--- src/rtl/alu_pkg.sv ---
// Shared opcodes, flag bit positions and FSM state encoding for the
// handshaked sequential ALU.
package alu_pkg;

  localparam logic [3:0] OP_ADD = 4'h0;
  localparam logic [3:0] OP_SUB = 4'h1;
  localparam logic [3:0] OP_AND = 4'h2;
  localparam logic [3:0] OP_OR  = 4'h3;
  localparam logic [3:0] OP_XOR = 4'h4;
  localparam logic [3:0] OP_NOT = 4'h5;
  localparam logic [3:0] OP_SHL = 4'h6;
  localparam logic [3:0] OP_SHR = 4'h7;
  localparam logic [3:0] OP_MUL = 4'h8;
  localparam logic [3:0] OP_DIV = 4'h9;
  localparam logic [3:0] OP_MOD = 4'hA;
  localparam logic [3:0] OP_EQ  = 4'hB;

  localparam int FLAG_N  = 7;
  localparam int FLAG_Z  = 6;
  localparam int FLAG_C  = 5;
  localparam int FLAG_P  = 4;
  localparam int FLAG_I  = 3;
  localparam int FLAG_D  = 2;
  localparam int FLAG_V  = 1;
  localparam int FLAG_DZ = 0;

  typedef enum logic [1:0] {
    IDLE = 2'd0,
    BUSY = 2'd1,
    DONE = 2'd2
  } state_e;

  function automatic logic is_iter(input logic [3:0] op);
    return (op == OP_MUL) || (op == OP_DIV) || (op == OP_MOD);
  endfunction

endpackage

--- src/rtl/alu_muldiv_iter.sv ---
// Iterative shift-add multiplier / restoring divider, one bit per edge.
// hi/lo present the post-step values so the caller can latch them on the done edge.
module alu_muldiv_iter
  import alu_pkg::*;
#(
  parameter int WIDTH = 8
) (
  input  logic             clk,
  input  logic             rst_n,
  input  logic             start,
  input  logic             is_div,
  input  logic [WIDTH-1:0] a,
  input  logic [WIDTH-1:0] b,
  output logic             done,
  output logic [WIDTH-1:0] hi,
  output logic [WIDTH-1:0] lo,
  output logic             dz
);

  localparam int CW = (WIDTH > 1) ? $clog2(WIDTH) : 1;

  logic             busy_q, busy_d;
  logic             is_div_q, is_div_d;
  logic [WIDTH-1:0] m_q, m_d;
  logic [WIDTH-1:0] hi_q, hi_d;
  logic [WIDTH-1:0] lo_q, lo_d;
  logic [CW-1:0]    cnt_q, cnt_d;

  logic [WIDTH:0]   mul_sum;
  logic [WIDTH:0]   div_sh;
  logic             div_ge;
  logic [WIDTH-1:0] hi_step, lo_step;

  // Multiply: {hi,lo} holds {partial, multiplier}; divide: {remainder, dividend/quotient}.
  always_comb begin
    mul_sum = {1'b0, hi_q} + (lo_q[0] ? {1'b0, m_q} : '0);
    div_sh  = {hi_q, lo_q[WIDTH-1]};
    div_ge  = (div_sh >= {1'b0, m_q});
    if (is_div_q) begin
      hi_step = div_ge ? (div_sh[WIDTH-1:0] - m_q) : div_sh[WIDTH-1:0];
      lo_step = {lo_q[WIDTH-2:0], div_ge};
    end else begin
      hi_step = mul_sum[WIDTH:1];
      lo_step = {mul_sum[0], lo_q[WIDTH-1:1]};
    end
  end

  always_comb begin
    busy_d   = busy_q;
    is_div_d = is_div_q;
    m_d      = m_q;
    hi_d     = hi_q;
    lo_d     = lo_q;
    cnt_d    = cnt_q;
    if (start) begin
      busy_d   = 1'b1;
      is_div_d = is_div;
      m_d      = is_div ? b : a;
      hi_d     = '0;
      lo_d     = is_div ? a : b;
      cnt_d    = CW'(WIDTH - 1);
    end else if (busy_q) begin
      hi_d = hi_step;
      lo_d = lo_step;
      if (cnt_q == '0) busy_d = 1'b0;
      else             cnt_d  = cnt_q - 1'b1;
    end
  end

  always_ff @(posedge clk or negedge rst_n) begin
    if (!rst_n) begin
      busy_q   <= 1'b0;
      is_div_q <= 1'b0;
      m_q      <= '0;
      hi_q     <= '0;
      lo_q     <= '0;
      cnt_q    <= '0;
    end else begin
      busy_q   <= busy_d;
      is_div_q <= is_div_d;
      m_q      <= m_d;
      hi_q     <= hi_d;
      lo_q     <= lo_d;
      cnt_q    <= cnt_d;
    end
  end

  assign done = busy_q && (cnt_q == '0);
  assign hi   = hi_step;
  assign lo   = lo_step;
  assign dz   = is_div_q && (m_q == '0);

endmodule

--- src/rtl/alu_seq.sv ---
// Handshaked ALU: IDLE accepts, BUSY runs the iterative engine, DONE holds
// registered result/flags until the consumer takes them.
module alu_seq
  import alu_pkg::*;
#(
  parameter int WIDTH = 8
) (
  input  logic             clk,
  input  logic             rst_n,
  input  logic             in_valid,
  output logic             in_ready,
  input  logic [WIDTH-1:0] a,
  input  logic [WIDTH-1:0] b,
  input  logic [3:0]       op,
  output logic             out_valid,
  input  logic             out_ready,
  output logic [WIDTH-1:0] result,
  output logic [WIDTH-1:0] result_hi,
  output logic [7:0]       flags,
  output logic [1:0]       dbg_state_o
);

  // Handshake: a transfer happens on a rising edge where valid && ready; the
  // producer holds valid/data until then, and ready never depends on valid.
  state_e           state_q, state_d;
  logic [3:0]       op_q, op_d;
  logic [WIDTH-1:0] res_q, res_d;
  logic [WIDTH-1:0] hi_q, hi_d;
  logic [7:0]       flags_q, flags_d;

  logic             eng_start, eng_done, eng_dz;
  logic [WIDTH-1:0] eng_hi, eng_lo;

  logic [WIDTH:0]   add_s, sub_s;
  logic [WIDTH-1:0] alu_res;
  logic             alu_c, alu_v;

  logic [WIDTH-1:0] fin_res, fin_hi;
  logic             fin_c, fin_v, fin_dz;
  logic [7:0]       fin_flags;

  alu_muldiv_iter #(.WIDTH(WIDTH)) u_iter (
    .clk    (clk),
    .rst_n  (rst_n),
    .start  (eng_start),
    .is_div ((op == OP_DIV) || (op == OP_MOD)),
    .a      (a),
    .b      (b),
    .done   (eng_done),
    .hi     (eng_hi),
    .lo     (eng_lo),
    .dz     (eng_dz)
  );

  always_comb begin
    add_s   = {1'b0, a} + {1'b0, b};
    sub_s   = {1'b0, a} - {1'b0, b};
    alu_res = '0;
    alu_c   = 1'b0;
    alu_v   = 1'b0;
    case (op)
      OP_ADD: begin
        alu_res = add_s[WIDTH-1:0];
        alu_c   = add_s[WIDTH];
        alu_v   = (a[WIDTH-1] == b[WIDTH-1]) && (add_s[WIDTH-1] != a[WIDTH-1]);
      end
      OP_SUB: begin
        alu_res = sub_s[WIDTH-1:0];
        alu_c   = sub_s[WIDTH];
        alu_v   = (a[WIDTH-1] != b[WIDTH-1]) && (sub_s[WIDTH-1] != a[WIDTH-1]);
      end
      OP_AND: alu_res = a & b;
      OP_OR:  alu_res = a | b;
      OP_XOR: alu_res = a ^ b;
      OP_NOT: alu_res = ~a;
      OP_SHL: begin
        alu_res = {a[WIDTH-2:0], 1'b0};
        alu_c   = a[WIDTH-1];
      end
      OP_SHR: begin
        alu_res = {1'b0, a[WIDTH-1:1]};
        alu_c   = a[0];
      end
      OP_EQ:   alu_res = {{(WIDTH-1){1'b0}}, (a == b)};
      default: alu_res = '0;
    endcase
  end

  // The modulo opcode swaps the engine halves, except on divide-by-zero where
  // both divide and modulo report all-ones / dividend.
  always_comb begin
    fin_res = alu_res;
    fin_hi  = '0;
    fin_c   = alu_c;
    fin_v   = alu_v;
    fin_dz  = 1'b0;
    if (state_q == BUSY) begin
      fin_v  = 1'b0;
      fin_c  = 1'b0;
      fin_dz = eng_dz;
      case (op_q)
        OP_MUL: begin
          fin_res = eng_lo;
          fin_hi  = eng_hi;
          fin_c   = |eng_hi;
        end
        OP_MOD: begin
          fin_res = eng_dz ? eng_lo : eng_hi;
          fin_hi  = eng_dz ? eng_hi : eng_lo;
        end
        default: begin
          fin_res = eng_lo;
          fin_hi  = eng_hi;
        end
      endcase
    end
    fin_flags          = '0;
    fin_flags[FLAG_N]  = fin_res[WIDTH-1];
    fin_flags[FLAG_Z]  = (fin_res == '0);
    fin_flags[FLAG_C]  = fin_c;
    fin_flags[FLAG_P]  = ^fin_res;
    fin_flags[FLAG_I]  = 1'b0;
    fin_flags[FLAG_D]  = 1'b0;
    fin_flags[FLAG_V]  = fin_v;
    fin_flags[FLAG_DZ] = fin_dz;
  end

  always_comb begin
    state_d   = state_q;
    op_d      = op_q;
    res_d     = res_q;
    hi_d      = hi_q;
    flags_d   = flags_q;
    eng_start = 1'b0;
    case (state_q)
      IDLE: begin
        if (in_valid) begin
          op_d = op;
          if (is_iter(op)) begin
            eng_start = 1'b1;
            state_d   = BUSY;
          end else begin
            res_d   = fin_res;
            hi_d    = fin_hi;
            flags_d = fin_flags;
            state_d = DONE;
          end
        end
      end
      BUSY: begin
        if (eng_done) begin
          res_d   = fin_res;
          hi_d    = fin_hi;
          flags_d = fin_flags;
          state_d = DONE;
        end
      end
      DONE: begin
        if (out_ready) state_d = IDLE;
      end
      default: state_d = IDLE;
    endcase
  end

  always_ff @(posedge clk or negedge rst_n) begin
    if (!rst_n) begin
      state_q <= IDLE;
      op_q    <= '0;
      res_q   <= '0;
      hi_q    <= '0;
      flags_q <= '0;
    end else begin
      state_q <= state_d;
      op_q    <= op_d;
      res_q   <= res_d;
      hi_q    <= hi_d;
      flags_q <= flags_d;
    end
  end

  assign in_ready    = (state_q == IDLE);
  assign out_valid   = (state_q == DONE);
  assign result      = res_q;
  assign result_hi   = hi_q;
  assign flags       = flags_q;
  assign dbg_state_o = state_q;

endmodule

--- config.mk ---
export PLATFORM = sky130hd
export DESIGN_NAME = alu_seq
export DESIGN_NICKNAME = d
export VERILOG_FILES = /design/src/rtl/alu_pkg.sv /design/src/rtl/alu_muldiv_iter.sv /design/src/rtl/alu_seq.sv
export SDC_FILE = /design/constraint.sdc
export NUM_CORES = 1
export LEC_CHECK = 0
export CAP_MARGIN = 20
export CELL_PAD_IN_SITES_DETAIL_PLACEMENT = 1
export CELL_PAD_IN_SITES_GLOBAL_PLACEMENT = 1
export CORE_ASPECT_RATIO = 1.1
export CORE_UTILIZATION = 48
export CTS_CLUSTER_DIAMETER = 150
export DETAILED_ROUTE_END_ITERATION = 7
export PLACE_DENSITY_LB_ADDON = 0.1
export SLEW_MARGIN = 10
export SYNTH_ARGS = -nofsm -noshare
export SYNTH_HDL_FRONTEND = slang
export SYNTH_SLANG_ARGS = --single-unit
--- constraint.sdc ---
create_clock -name clk -period 9.95 [get_ports clk]
set_input_delay 1.4925 -clock clk [delete_from_list [all_inputs] [get_ports clk]]
set_output_delay 1.4925 -clock clk [all_outputs]
set_load 0.01 [all_outputs]
==> results of run 1 <==
-- cells by family (layout without fill, tap and decap cells) --
family / after synthesis / after routing
xor gates and xnor gates: 18 / 18
DFF: 56 / 56
and+or+nand+nor: 227 / 227
buffers and inverters: 81 / 105
other: 1 / 2
muxes: 41 / 41
adders and majority gates: 50 / 50
AOI/OAI and AO/OA: 201 / 201
-- cells in the mapped netlist, drive strengths merged (4+ instances only) --
cell    count  area [µm²]
o211ai     13        97.6
a211oi     10        85.1
ha         46         576
a21oi      42         210
nand2b     11        68.8
nand2      69         267
clkbuf     22        92.6
o21ai      48         248
a22o        6        52.6
nor4        9        56.3
nand3       8        40.0
xnor2      12         105
dfrtp      56        1400
o21a        4        38.8
a31oi       9        56.3
and2       17         109
mux2i      38         380
buf        18         124
o31a        4        45.1
o31ai       7        52.6
nor2b      10        72.6
fa          4        80.1
inv        41         154
xor2        6        52.6
nand4       5        31.3
nor3       16        80.1
nor3b       4        30.0
o32ai       4        35.0
o22ai       4        25.0
a21o        4        30.0
nor2       59         231
a211o       4        35.0
-- flip-flops by register name (all words and copies together) (netlist names), 2 cells and up --
register and cells:
result_hi 8, result 7, u_iter.cnt_q 3, u_iter.lo_q 8, flags 6, dbg_state_o 2, op_q 4, u_iter.m_q 8
u_iter.hi_q 8
-- worst reg2reg max path, stage by stage, from the launching register on --
cell,delay (ps)
sky130_fd_sc_hd__dfrtp_1,440
sky130_fd_sc_hd__inv_1,70
sky130_fd_sc_hd__ha_1,330
sky130_fd_sc_hd__a21o_1,200
sky130_fd_sc_hd__a211oi_2,530
sky130_fd_sc_hd__mux2_4,360
sky130_fd_sc_hd__a2111oi_2,690
sky130_fd_sc_hd__mux2i_1,200
sky130_fd_sc_hd__o22a_1,270
sky130_fd_sc_hd__ha_1,320
sky130_fd_sc_hd__xnor2_1,190
sky130_fd_sc_hd__xnor2_1,150
sky130_fd_sc_hd__a21oi_1,90
-- per-stage QoR --
step / power (mW) / hold slack, ps
floorplan: 1.35 / 438
global placement: 1.70 / 458
detailed placement: 1.75 / 478
CTS: 1.95 / 497
global route: 2.12 / 529
finish: 1.98 / 496
-- area by class of cell --
cell class / count / area (µm²)
Tap cell: 147 / 184
Multi-Input combinational cell: 539 / 3810
Clock buffer: 5 / 125
Clock inverter: 3 / 26.3
Timing Repair Buffer: 56 / 578
Fill cell: 1366 / 4830
Inverter: 41 / 154
Sequential cell: 56 / 1400
-- where the power goes --
group,internal [mW],total [mW],leakage [nW],switching [mW]
combinational,0.560,1.35,1.95,0.793
sequential,0.326,0.437,0.688,0.111
clock,0.0955,0.189,0.0680,0.0933
-- worst min-delay path by stage --
stage	to	slack, ps	cells after the start	from
2_1_floorplan	op_q[3]	440	2	op_q[3]
3_3_place_gp	result_hi[7]	460	2	result_hi[7]
4_1_cts	op_q[0]	500	2	op_q[0]
3_5_place_dp	op_q[0]	480	2	op_q[0]
6_report	result_hi[6]	500	2	result_hi[6]
5_1_grt	op_q[0]	530	2	op_q[0]
-- metal layers --
| layer | up-vias | global-route usage, % | wire [µm] |
|---|---|---|---|
| li1 | 2494 | - | - |
| met1 | 2640 | 37.3 | 7600 |
| met2 | 150 | 57.2 | 9470 |
| met3 | 41 | 3.46 | 781 |
| met4 | 0 | 15.5 | 755 |
| met5 | - | 0 | 0 |
==> tab_implementation.tex, run 1 <==
\begin{tabular}{lr}
\hline
Metric & Value \\
\hline
\multicolumn{2}{l}{\textbf{Clocking}} \\
Clock insertion delay at the later pin of the skew report & 300 ps \\
Number of buffers created by CTS & 5 \\
Root Buffer & sky130\_fd\_sc\_hd\_\_clkbuf\_16 \\
Count of clock tree sinks & 56 \\
Post\_cts resized & 0 \\
Clock-pin transition on the worst setup and hold timing paths & 80 ps \\
Quantity of hold-fixing buffers added after cts & 0 \\
H-tree depth & 2 \\
Clock tree from TritonCTS & done \\
Post-CTS setup repair buffer count & 0 \\
Max Root-Sink Buffers & 2 \\
\multicolumn{2}{l}{\textbf{Die}} \\
Floorplan Core Area & 11100 µm² \\
Die span in x & 105 µm \\
Effective utilization at floorplan & 50.2\% \\
Ports & 52 \\
Site Rows & 40 \\
Die Y-Extent & 115 µm \\
Die footprint & 12100 µm² \\
\multicolumn{2}{l}{\textbf{Final layout}} \\
Utilization of the core after routing & 56.5\% \\
Layout overhead on the synthesized area & 12.6\% \\
Inserted Diodes & 0 \\
Post-Layout Cell Count & 847 \\
Number of nets in the layout & 773 \\
Finished Cell Area & 6280 µm² \\
Share of layout cells above drive strength 1 & 6.00\% \\
Commonest cells after routing, fill and taps aside & sky130\_fd\_sc\_hd\_\_nand2\_1, sky130\_fd\_sc\_hd\_\_nor2\_1, sky130\_fd\_sc\_hd\_\_dfrtp\_1 \\
Most common library cell in the layout ignoring fill and taps & sky130\_fd\_sc\_hd\_\_nand2\_1 \\
\multicolumn{2}{l}{\textbf{Logic synthesis}} \\
Adder-cell area share of the yosys netlist & 11.7\% \\
Number of standard cells after synthesis & 675 \\
Share of flip-flops with an asynchronous set or reset after synthesis & 100\% \\
Multiplexer share of the synthesized area & 7.69\% \\
Number of flops mapped to enable cells by yosys & 0 \\
Sequential area share after synthesis & 25.1\% \\
Unique cell type count in the Yosys netlist & 90 \\
Combined area of all synthesized cells & 5580 µm² \\
Count of warnings emitted by yosys & 0 \\
Dominant register cell in the synthesized netlist & sky130\_fd\_sc\_hd\_\_dfrtp\_1 \\
Xor and xnor fraction of the mapped netlist area & 2.82\% \\
Simple logic cell fraction of the synthesized area & 20.3\% \\
Avg Cell Area, Syn & 8.27 µm² \\
Compound-gate portion of the synthesized area & 25.6\% \\
Combinational family with the most area after synthesis & compound AO/OA/AOI/OAI gates \\
Synth Register Bits & 56 \\
\multicolumn{2}{l}{\textbf{Run status}} \\
Status & complete, no violations \\
\multicolumn{2}{l}{\textbf{Setup path}} \\
Critical-path maximum fanout & 9 \\
Cells along the critical path & clkdlybuf4s50\_1 > inv\_1 > ha\_1 > o21bai\_1 > a221oi\_1 > or2\_1 > a221o\_1 > mux2i\_1 > o31a\_1 > a31oi\_1 > ha\_1 > xnor2\_1 > xnor2\_1 > a21oi\_1 \\
Largest stage delay on the critical path & 740 ps \\
Crit end category & flop \\
Combined buffer and inverter count along the critical path & 2 \\
Largest delay share family, worst path & compound AO/OA/AOI/OAI gates \\
Reg2reg path depth & 12 \\
Crit path DAT & 5250 ps \\
Worst setup path start & a[1] \\
R2r endpoint & flags[4] \\
R2r setup slk & 5960 ps \\
Standard cell with the maximum stage delay on the critical path & sky130\_fd\_sc\_hd\_\_clkdlybuf4s50\_1 \\
Required @ worst endpoint & 10100 ps \\
Worst reg2reg startpoint & u\_iter.m\_q[6] \\
Element type at the critical path start & input port \\
Kind of critical path & in -> reg \\
Critical path depth & 14 \\
End of the critical path & flags[4] \\
\multicolumn{2}{l}{\textbf{Timing}} \\
Post-route setup TNS & 0 ps \\
Number of setup violations in the final report & 0 \\
Maximum clock frequency & 0.196 GHz \\
Minimum setup slack in the final design & 4860 ps \\
Rel. slew slack & 28.0\% \\
Layout Skew & 7.14 ps \\
Time the final worst path needs with I/O delays and setup & 5090 ps \\
Unrepaired setup endpoints after global routing & no \\
Hold Vio Cnt, Final & 0 \\
Max Transition Viols Final & 0 \\
Part of the cycle the worst path needs & 51.2\% \\
Worst slew pin tran & 1080 ps \\
\multicolumn{2}{l}{\textbf{Run}} \\
Max Cap Violations & 0 \\
\multicolumn{2}{l}{\textbf{Route}} \\
Count of vias placed by the detailed router & 5325 \\
Count of unresolved DRC violations after routing & 0 \\
Routed length per placed instance & 22.0 µm \\
Total Wirelength & 18600 µm \\
Number of detailed-route iterations in the first pass & 4 \\
Number of design-rule violations left by the first detailed-router iteration & 320 \\
Number of nets still failing antenna checks after routing & 0 \\
Vias per cell & 6.29 \\
\multicolumn{2}{l}{\textbf{Global route}} \\
GR Util All Layers & 31.5\% \\
Largest net degree at the start of global routing & 57 \\
Number of antenna violations at the first check in global routing & 0 \\
Grt ovf & 0 \\
First-pass GRT wire length & 29400 µm \\
Number of global-route vias before repair & 5483 \\
\multicolumn{2}{l}{\textbf{Place}} \\
GPL Wtd Cong & 0.968 \\
IO Port Bufs & 49 \\
Post-placement worst setup slack & 4580 ps \\
Post-DP HPWL & 14300 µm \\
Placed instance count & 837 \\
Post-DP Area & 6080 µm² \\
\multicolumn{2}{l}{\textbf{Hold path}} \\
Class of the tightest hold or removal check & reg -> reg \\
\multicolumn{2}{l}{\textbf{Pwr}} \\
Leakage power summed over all cells & 2.70 nW \\
Maximum ir drop on the vdd rail & 0.147 mV \\
Power density relative to cell area & 315 nW/µm² \\
\hline
\end{tabular}
Power figures use the tool's default switching activity.
==> run 2, diff against run 1 <==
- CORE_UTILIZATION: 48 -> 45
- clock period: 9.95 -> 5.1 ns (I/O delays scaled with it)
==> tab_implementation.tex, run 2 (same netlist as run 1, synthesis figures left out) <==
\begin{tabular}{lr}
\hline
Metric & Value \\
\hline
\multicolumn{2}{l}{\textbf{Run status}} \\
Status & complete, no violations \\
\multicolumn{2}{l}{\textbf{Setup path}} \\
Crit path DAT & 4260 ps (-990 ps) \\
Worst setup path start & a[1] \\
Cells along the critical path & clkdlybuf4s50\_1 > inv\_1 > ha\_1 > a21oi\_1 > o221ai\_1 > o41ai\_2 > xor2\_1 > nor2\_1 > o31a\_1 > a31oi\_1 > ha\_1 > xnor2\_1 > xnor2\_1 > a21oi\_1 \\
Kind of critical path & in -> reg \\
Critical path depth & 14 (unchanged) \\
Worst reg2reg startpoint & u\_iter.lo\_q[0] \\
Combined buffer and inverter count along the critical path & 2 (unchanged) \\
Standard cell with the maximum stage delay on the critical path & sky130\_fd\_sc\_hd\_\_clkdlybuf4s50\_1 \\
Reg2reg path depth & 15 (+3) \\
Largest delay share family, worst path & compound AO/OA/AOI/OAI gates \\
Critical-path maximum fanout & 9 (unchanged) \\
Required @ worst endpoint & 5280 ps (-4820 ps) \\
Crit end category & flop \\
Largest stage delay on the critical path & 690 ps (-50 ps) \\
Element type at the critical path start & input port \\
\multicolumn{2}{l}{\textbf{Route}} \\
Number of design-rule violations left by the first detailed-router iteration & 253 (-21\%) \\
Total Wirelength & 18800 µm (+0.94\%) \\
Count of unresolved DRC violations after routing & 0 (unchanged) \\
Top layer used by detailed routing & met4 \\
Number of nets still failing antenna checks after routing & 0 (unchanged) \\
Routed wl met2 & 9320 µm (-1.6\%) \\
Number of detailed-route iterations in the first pass & 4 (unchanged) \\
Wire length on met1 & 8470 µm (+11\%) \\
Met3 layer wire length in the routed design & 508 µm (-35\%) \\
Routed length per placed instance & 21.8 µm (-0.93\%) \\
Count of vias placed by the detailed router & 5272 (-1.0\%) \\
Vias per cell & 6.11 (-2.8\%) \\
\multicolumn{2}{l}{\textbf{Die}} \\
Die footprint & 12900 µm² (+6.5\%) \\
Ports & 52 (unchanged) \\
Die span in x & 108 µm (+3.2\%) \\
Floorplan Core Area & 12100 µm² (+8.8\%) \\
Die Y-Extent & 119 µm (+3.2\%) \\
Effective utilization at floorplan & 46.2\% (-4.1 points) \\
Site Rows & 42 (+5.0\%) \\
\multicolumn{2}{l}{\textbf{Timing}} \\
Rel. slew slack & 50.1\% (+22 points) \\
Number of setup violations in the final report & 0 (unchanged) \\
Worst slew pin tran & 748 ps (-328 ps) \\
Worst-case hold slack & 486 ps (-9.77 ps) \\
Unrepaired setup endpoints after global routing & no \\
Part of the cycle the worst path needs & 80.1\% \\
Hold Vio Cnt, Final & 0 (unchanged) \\
Max Transition Viols Final & 0 (unchanged) \\
Maximum clock frequency & 0.245 GHz \\
Layout Skew & 10.6 ps (+3.50 ps) \\
Time the final worst path needs with I/O delays and setup & 4090 ps \\
Post-route setup TNS & 0 ps (unchanged) \\
\multicolumn{2}{l}{\textbf{Clocking}} \\
Max Root-Sink Buffers & 2 (unchanged) \\
Root Buffer & sky130\_fd\_sc\_hd\_\_clkbuf\_16 \\
Post-CTS setup repair buffer count & 0 (unchanged) \\
Post\_cts resized & 0 (unchanged) \\
Clock insertion delay at the later pin of the skew report & 300 ps (about the same) \\
Clock tree from TritonCTS & done \\
Clock-pin transition on the worst setup and hold timing paths & 80 ps (about the same) \\
Quantity of hold-fixing buffers added after cts & 0 (unchanged) \\
Number of buffers created by CTS & 5 (unchanged) \\
H-tree depth & 2 (unchanged) \\
Count of clock tree sinks & 56 (unchanged) \\
\multicolumn{2}{l}{\textbf{Final layout}} \\
Number of nets in the layout & 782 (+1.2\%) \\
Layout overhead on the synthesized area & 13.2\% \\
Multi-input gate area in the final layout & 3810 µm² (unchanged) \\
Fill cell count & 1481 (+8.4\%) \\
Most common library cell in the layout ignoring fill and taps & sky130\_fd\_sc\_hd\_\_nand2\_1 \\
Commonest cells after routing, fill and taps aside & sky130\_fd\_sc\_hd\_\_nand2\_1, sky130\_fd\_sc\_hd\_\_nor2\_1, sky130\_fd\_sc\_hd\_\_dfrtp\_1 \\
Area taken by flip-flops and latches & 1400 µm² (unchanged) \\
Share of layout cells above drive strength 1 & 7.19\% (+1.2 points) \\
Inserted Diodes & 0 (unchanged) \\
\multicolumn{2}{l}{\textbf{Pwr}} \\
Sum of internal, switching and leakage power & 3.85 mW (+94\%) \\
Power density relative to cell area & 609 nW/µm² (+93\%) \\
Leakage power summed over all cells & 2.74 nW (+1.2\%) \\
Maximum ir drop on the vdd rail & 0.276 mV (+88\%) \\
\multicolumn{2}{l}{\textbf{Hold path}} \\
Worst hold start & op\_q[3] \\
Class of the tightest hold or removal check & reg -> reg \\
WHS Path Cells & 2 (unchanged) \\
\multicolumn{2}{l}{\textbf{Run}} \\
Max Cap Violations & 0 (unchanged) \\
\multicolumn{2}{l}{\textbf{Global route}} \\
GR Util All Layers & 30.4\% (-1.1 points) \\
Grt ovf & 0 (unchanged) \\
Number of antenna violations at the first check in global routing & 0 (unchanged) \\
Largest net degree at the start of global routing & 57 (unchanged) \\
First-pass GRT wire length & 29900 µm (+1.5\%) \\
Number of global-route vias before repair & 5352 (-2.4\%) \\
\multicolumn{2}{l}{\textbf{Place}} \\
GPL Wtd Cong & 0.931 (-3.8\%) \\
Post-DP HPWL & 14800 µm (+3.3\%) \\
IO Port Bufs & 49 (unchanged) \\
\hline
\end{tabular}
## run 2: final timing paths
path                       slack [ps]        endpoint
max                              1010        flags[4]
min                               490         op_q[3]
max reg2reg                      1250        flags[4]
min reg2reg                       490         op_q[3]
max in group asynchronous        3990    result_hi[3]
min in group asynchronous         590  u_iter.hi_q[1]
## run 2: worst register-to-register path, delay by kind of cell (launching register included)
family / cells / cell delay [ps]
AOI/OAI and AO/OA: 5 / 1140
adders and majority gates: 3 / 940
xor gates and xnor gates: 2 / 320
buffers and inverters: 1 / 80
DFF: 1 / 540
muxes: 1 / 180
and+or+nand+nor: 3 / 540
## run 2: per-stage QoR
stage | utilization, % | area [µm²] | std cells | setup slack (ps)
after floorplan | - | 5590 | 676 | 1850
after global placement | 51.0 | 6170 | 855 | 868
after detailed placement | 51.0 | 6170 | 855 | 756
after CTS | 52.3 | 6320 | 863 | 1020
after global routing | 52.3 | 6320 | 863 | 802
final | 52.3 | 6320 | 863 | 1010
## run 2: final cells by class
cell class,count,share of cell area [%]
clock buffers,5,1.98
clock inverters,3,0.436
inverters,41,2.44
multi-input cells,539,60.3
flip-flops and latches,56,22.2
well taps,154,3.05
repair buffers,65,9.58
## run 2: metal layers
layer	vias up	global-route usage, %
li1	2526	-
met1	2609	40.0
met2	111	52.3
met3	26	2.54
met4	0	8.99
met5	-	0
## run 2: report_power, final
part / internal [mW] / leakage, nW / switching [mW] / total [mW]
clock: 0.187 / 0.0719 / 0.180 / 0.367
sequential: 0.636 / 0.688 / 0.228 / 0.864
combinational: 1.10 / 1.98 / 1.52 / 2.62
total: 1.92 / 2.74 / 1.93 / 3.85
==> run 3, diff against run 2 <==
- CORE_UTILIZATION: 45 -> 40
- clock period: 5.1 -> 3.4 ns (I/O delays scaled with it)
==> tab_implementation.tex, run 3 (same netlist as run 1, synthesis figures left out) <==
\begin{tabular}{lr}
\hline
Metric & Value \\
\hline
\multicolumn{2}{l}{\textbf{Run status}} \\
Status & complete, no violations \\
\multicolumn{2}{l}{\textbf{Route}} \\
Vias per cell & 5.78 (-5.4\%) \\
Number of nets still failing antenna checks after routing & 0 (unchanged) \\
Routed length per placed instance & 20.7 µm (-5.1\%) \\
Number of design-rule violations left by the first detailed-router iteration & 225 (-11\%) \\
Number of detailed-route iterations in the first pass & 5 (+1) \\
Total Wirelength & 20700 µm (+10\%) \\
Count of vias placed by the detailed router & 5794 (+9.9\%) \\
Count of unresolved DRC violations after routing & 0 (unchanged) \\
\multicolumn{2}{l}{\textbf{Timing}} \\
Worst-case hold slack & 84.0 ps (-402 ps) \\
Maximum clock frequency & 0.306 GHz \\
Number of setup violations in the final report & 0 (unchanged) \\
Rel. slew slack & 57.3\% (+7.2 points) \\
Worst slew pin tran & 640 ps (-108 ps) \\
Hold Vio Cnt, Final & 0 (unchanged) \\
Max Transition Viols Final & 0 (unchanged) \\
Layout Skew & 10.7 ps (+0.0188 ps) \\
Part of the cycle the worst path needs & 96.2\% \\
Post-route setup TNS & 0 ps (unchanged) \\
Time the final worst path needs with I/O delays and setup & 3270 ps \\
\multicolumn{2}{l}{\textbf{Global route}} \\
Number of antenna violations at the first check in global routing & 0 (unchanged) \\
GR Util All Layers & 28.9\% (-1.5 points) \\
Grt ovf & 0 (unchanged) \\
Number of global-route vias before repair & 6053 (+13\%) \\
First-pass GRT wire length & 32400 µm (+8.5\%) \\
Largest net degree at the start of global routing & 46 (-19\%) \\
\multicolumn{2}{l}{\textbf{Place}} \\
Post-DP HPWL & 16600 µm (+12\%) \\
IO Port Bufs & 49 (unchanged) \\
GPL Wtd Cong & 0.927 (-0.38\%) \\
\multicolumn{2}{l}{\textbf{Die}} \\
Die Y-Extent & 126 µm (+6.0\%) \\
Site Rows & 44 (+4.8\%) \\
Effective utilization at floorplan & 41.6\% (-4.6 points) \\
Ports & 52 (unchanged) \\
Floorplan Core Area & 13400 µm² (+11\%) \\
Die footprint & 14400 µm² (+12\%) \\
Die span in x & 115 µm (+6.0\%) \\
\multicolumn{2}{l}{\textbf{Clocking}} \\
Clock insertion delay at the later pin of the skew report & 300 ps (about the same) \\
Count of clock tree sinks & 56 (unchanged) \\
Max Root-Sink Buffers & 2 (unchanged) \\
Quantity of hold-fixing buffers added after cts & 0 (unchanged) \\
Clock-pin transition on the worst setup and hold timing paths & 80 ps (about the same) \\
Root Buffer & sky130\_fd\_sc\_hd\_\_clkbuf\_16 \\
H-tree depth & 2 (unchanged) \\
Number of buffers created by CTS & 5 (unchanged) \\
Clock tree from TritonCTS & done \\
\multicolumn{2}{l}{\textbf{Pwr}} \\
Leakage power summed over all cells & 3.35 nW (+22\%) \\
Maximum ir drop on the vdd rail & 0.343 mV (+25\%) \\
Sum of internal, switching and leakage power & 6.91 mW (+79\%) \\
Power density relative to cell area & 911 nW/µm² (+50\%) \\
\multicolumn{2}{l}{\textbf{Setup path}} \\
Required @ worst endpoint & 3580 ps (-1700 ps) \\
Cells along the critical path & inv\_2 > ha\_2 > inv\_1 > fa\_2 > a211oi\_4 > o21bai\_1 > a21oi\_2 > xnor2\_2 > o311a\_4 > o21ai\_4 > and2\_4 > ha\_1 > xnor2\_2 > xnor2\_1 > a21oi\_1 \\
Kind of critical path & reg -> reg \\
Critical-path maximum fanout & 2 (-7) \\
Largest delay share family, worst path & compound AO/OA/AOI/OAI gates \\
Standard cell with the maximum stage delay on the critical path & sky130\_fd\_sc\_hd\_\_o311a\_4 \\
R2r setup slk & 130 ps (-1120 ps) \\
Cell occurring most often along the worst timing path & sky130\_fd\_sc\_hd\_\_xnor2\_2 \\
Largest stage delay on the critical path & 410 ps (-280 ps) \\
Crit end category & flop \\
Combined buffer and inverter count along the critical path & 2 (unchanged) \\
Element type at the critical path start & flop \\
Crit path DAT & 3460 ps (-800 ps) \\
\multicolumn{2}{l}{\textbf{Final layout}} \\
Commonest cells after routing, fill and taps aside & sky130\_fd\_sc\_hd\_\_buf\_4, sky130\_fd\_sc\_hd\_\_nand2\_1, sky130\_fd\_sc\_hd\_\_dfrtp\_1 \\
Share of layout cells above drive strength 1 & 26.7\% (+20 points) \\
Number of nets in the layout & 892 (+14\%) \\
Layout overhead on the synthesized area & 35.8\% \\
Inserted Diodes & 0 (unchanged) \\
Most common library cell in the layout ignoring fill and taps & sky130\_fd\_sc\_hd\_\_buf\_4 \\
\multicolumn{2}{l}{\textbf{Run}} \\
Max Cap Violations & 0 (unchanged) \\
\multicolumn{2}{l}{\textbf{Hold path}} \\
Class of the tightest hold or removal check & in -> async \\
\hline
\end{tabular}
-- run 3: final cells by class --
class,instances,area [µm²]
Clock buffer,5,125
Clock inverter,3,27.5
Fill cell,1646,5850
Inverter,41,154
Multi-Input combinational cell,539,4190
Sequential cell,56,1400
Tap cell,184,230
Timing Repair Buffer,175,1450
-- run 3: worst register-to-register path, delay by kind of cell, from the launching register on --
family	cells	cell delay, ps
buffers and inverters	2	130
adders and majority gates	3	790
and+or+nand+nor	1	170
DFF	1	390
AOI/OAI and AO/OA	6	1260
xor gates and xnor gates	3	420
-- run 3: report_power, final --
group / leakage, nW / switching (mW) / internal [mW]
Clock: 0.0719 / 0.261 / 0.280
Sequential: 0.687 / 0.314 / 0.957
Combinational: 2.59 / 2.73 / 2.37
Total: 3.35 / 3.30 / 3.60
-- run 3: through the flow --
step	worst slack, ps	utilization (%)	area (µm²)	std cells
floorplan	154	-	5590	676
global placement	-279	51.4	6910	979
detailed placement	-349	51.4	6910	979
CTS	4.70	53.0	7120	989
global route	-10.9	56.4	7580	1003
finish	129	56.4	7580	1003
-- run 3: metal layers --
layer / vias to the layer above / GRT usage, % / routed length [µm]
li1: 2738 / - / -
met1: 2881 / 35.2 / 8720
met2: 132 / 51.4 / 10800
met3: 43 / 2.98 / 548
met4: 0 / 12.3 / 684
met5: - / 0 / 0
-- run 3: what timing repair did --
action,CTS,global route
setup buffers,2,13
resized for setup,9,68
setup endpoints to repair,1,3
endpoints found under the hold margin,0,0
pin swaps,2,27
-- run 3: final timing paths --
kind | from | end | cells after the start
worst max register to register | u_iter.lo_q[7] | flags[4] | 15
worst max-delay path | u_iter.lo_q[7] | flags[4] | 15
worst min register to register | flags[6] | flags[6] | 2
max in group asynchronous | rst_n | dbg_state_o[0] | 3
worst min-delay path | rst_n | u_iter.m_q[1] | 1
min in group clk | flags[6] | flags[6] | 2
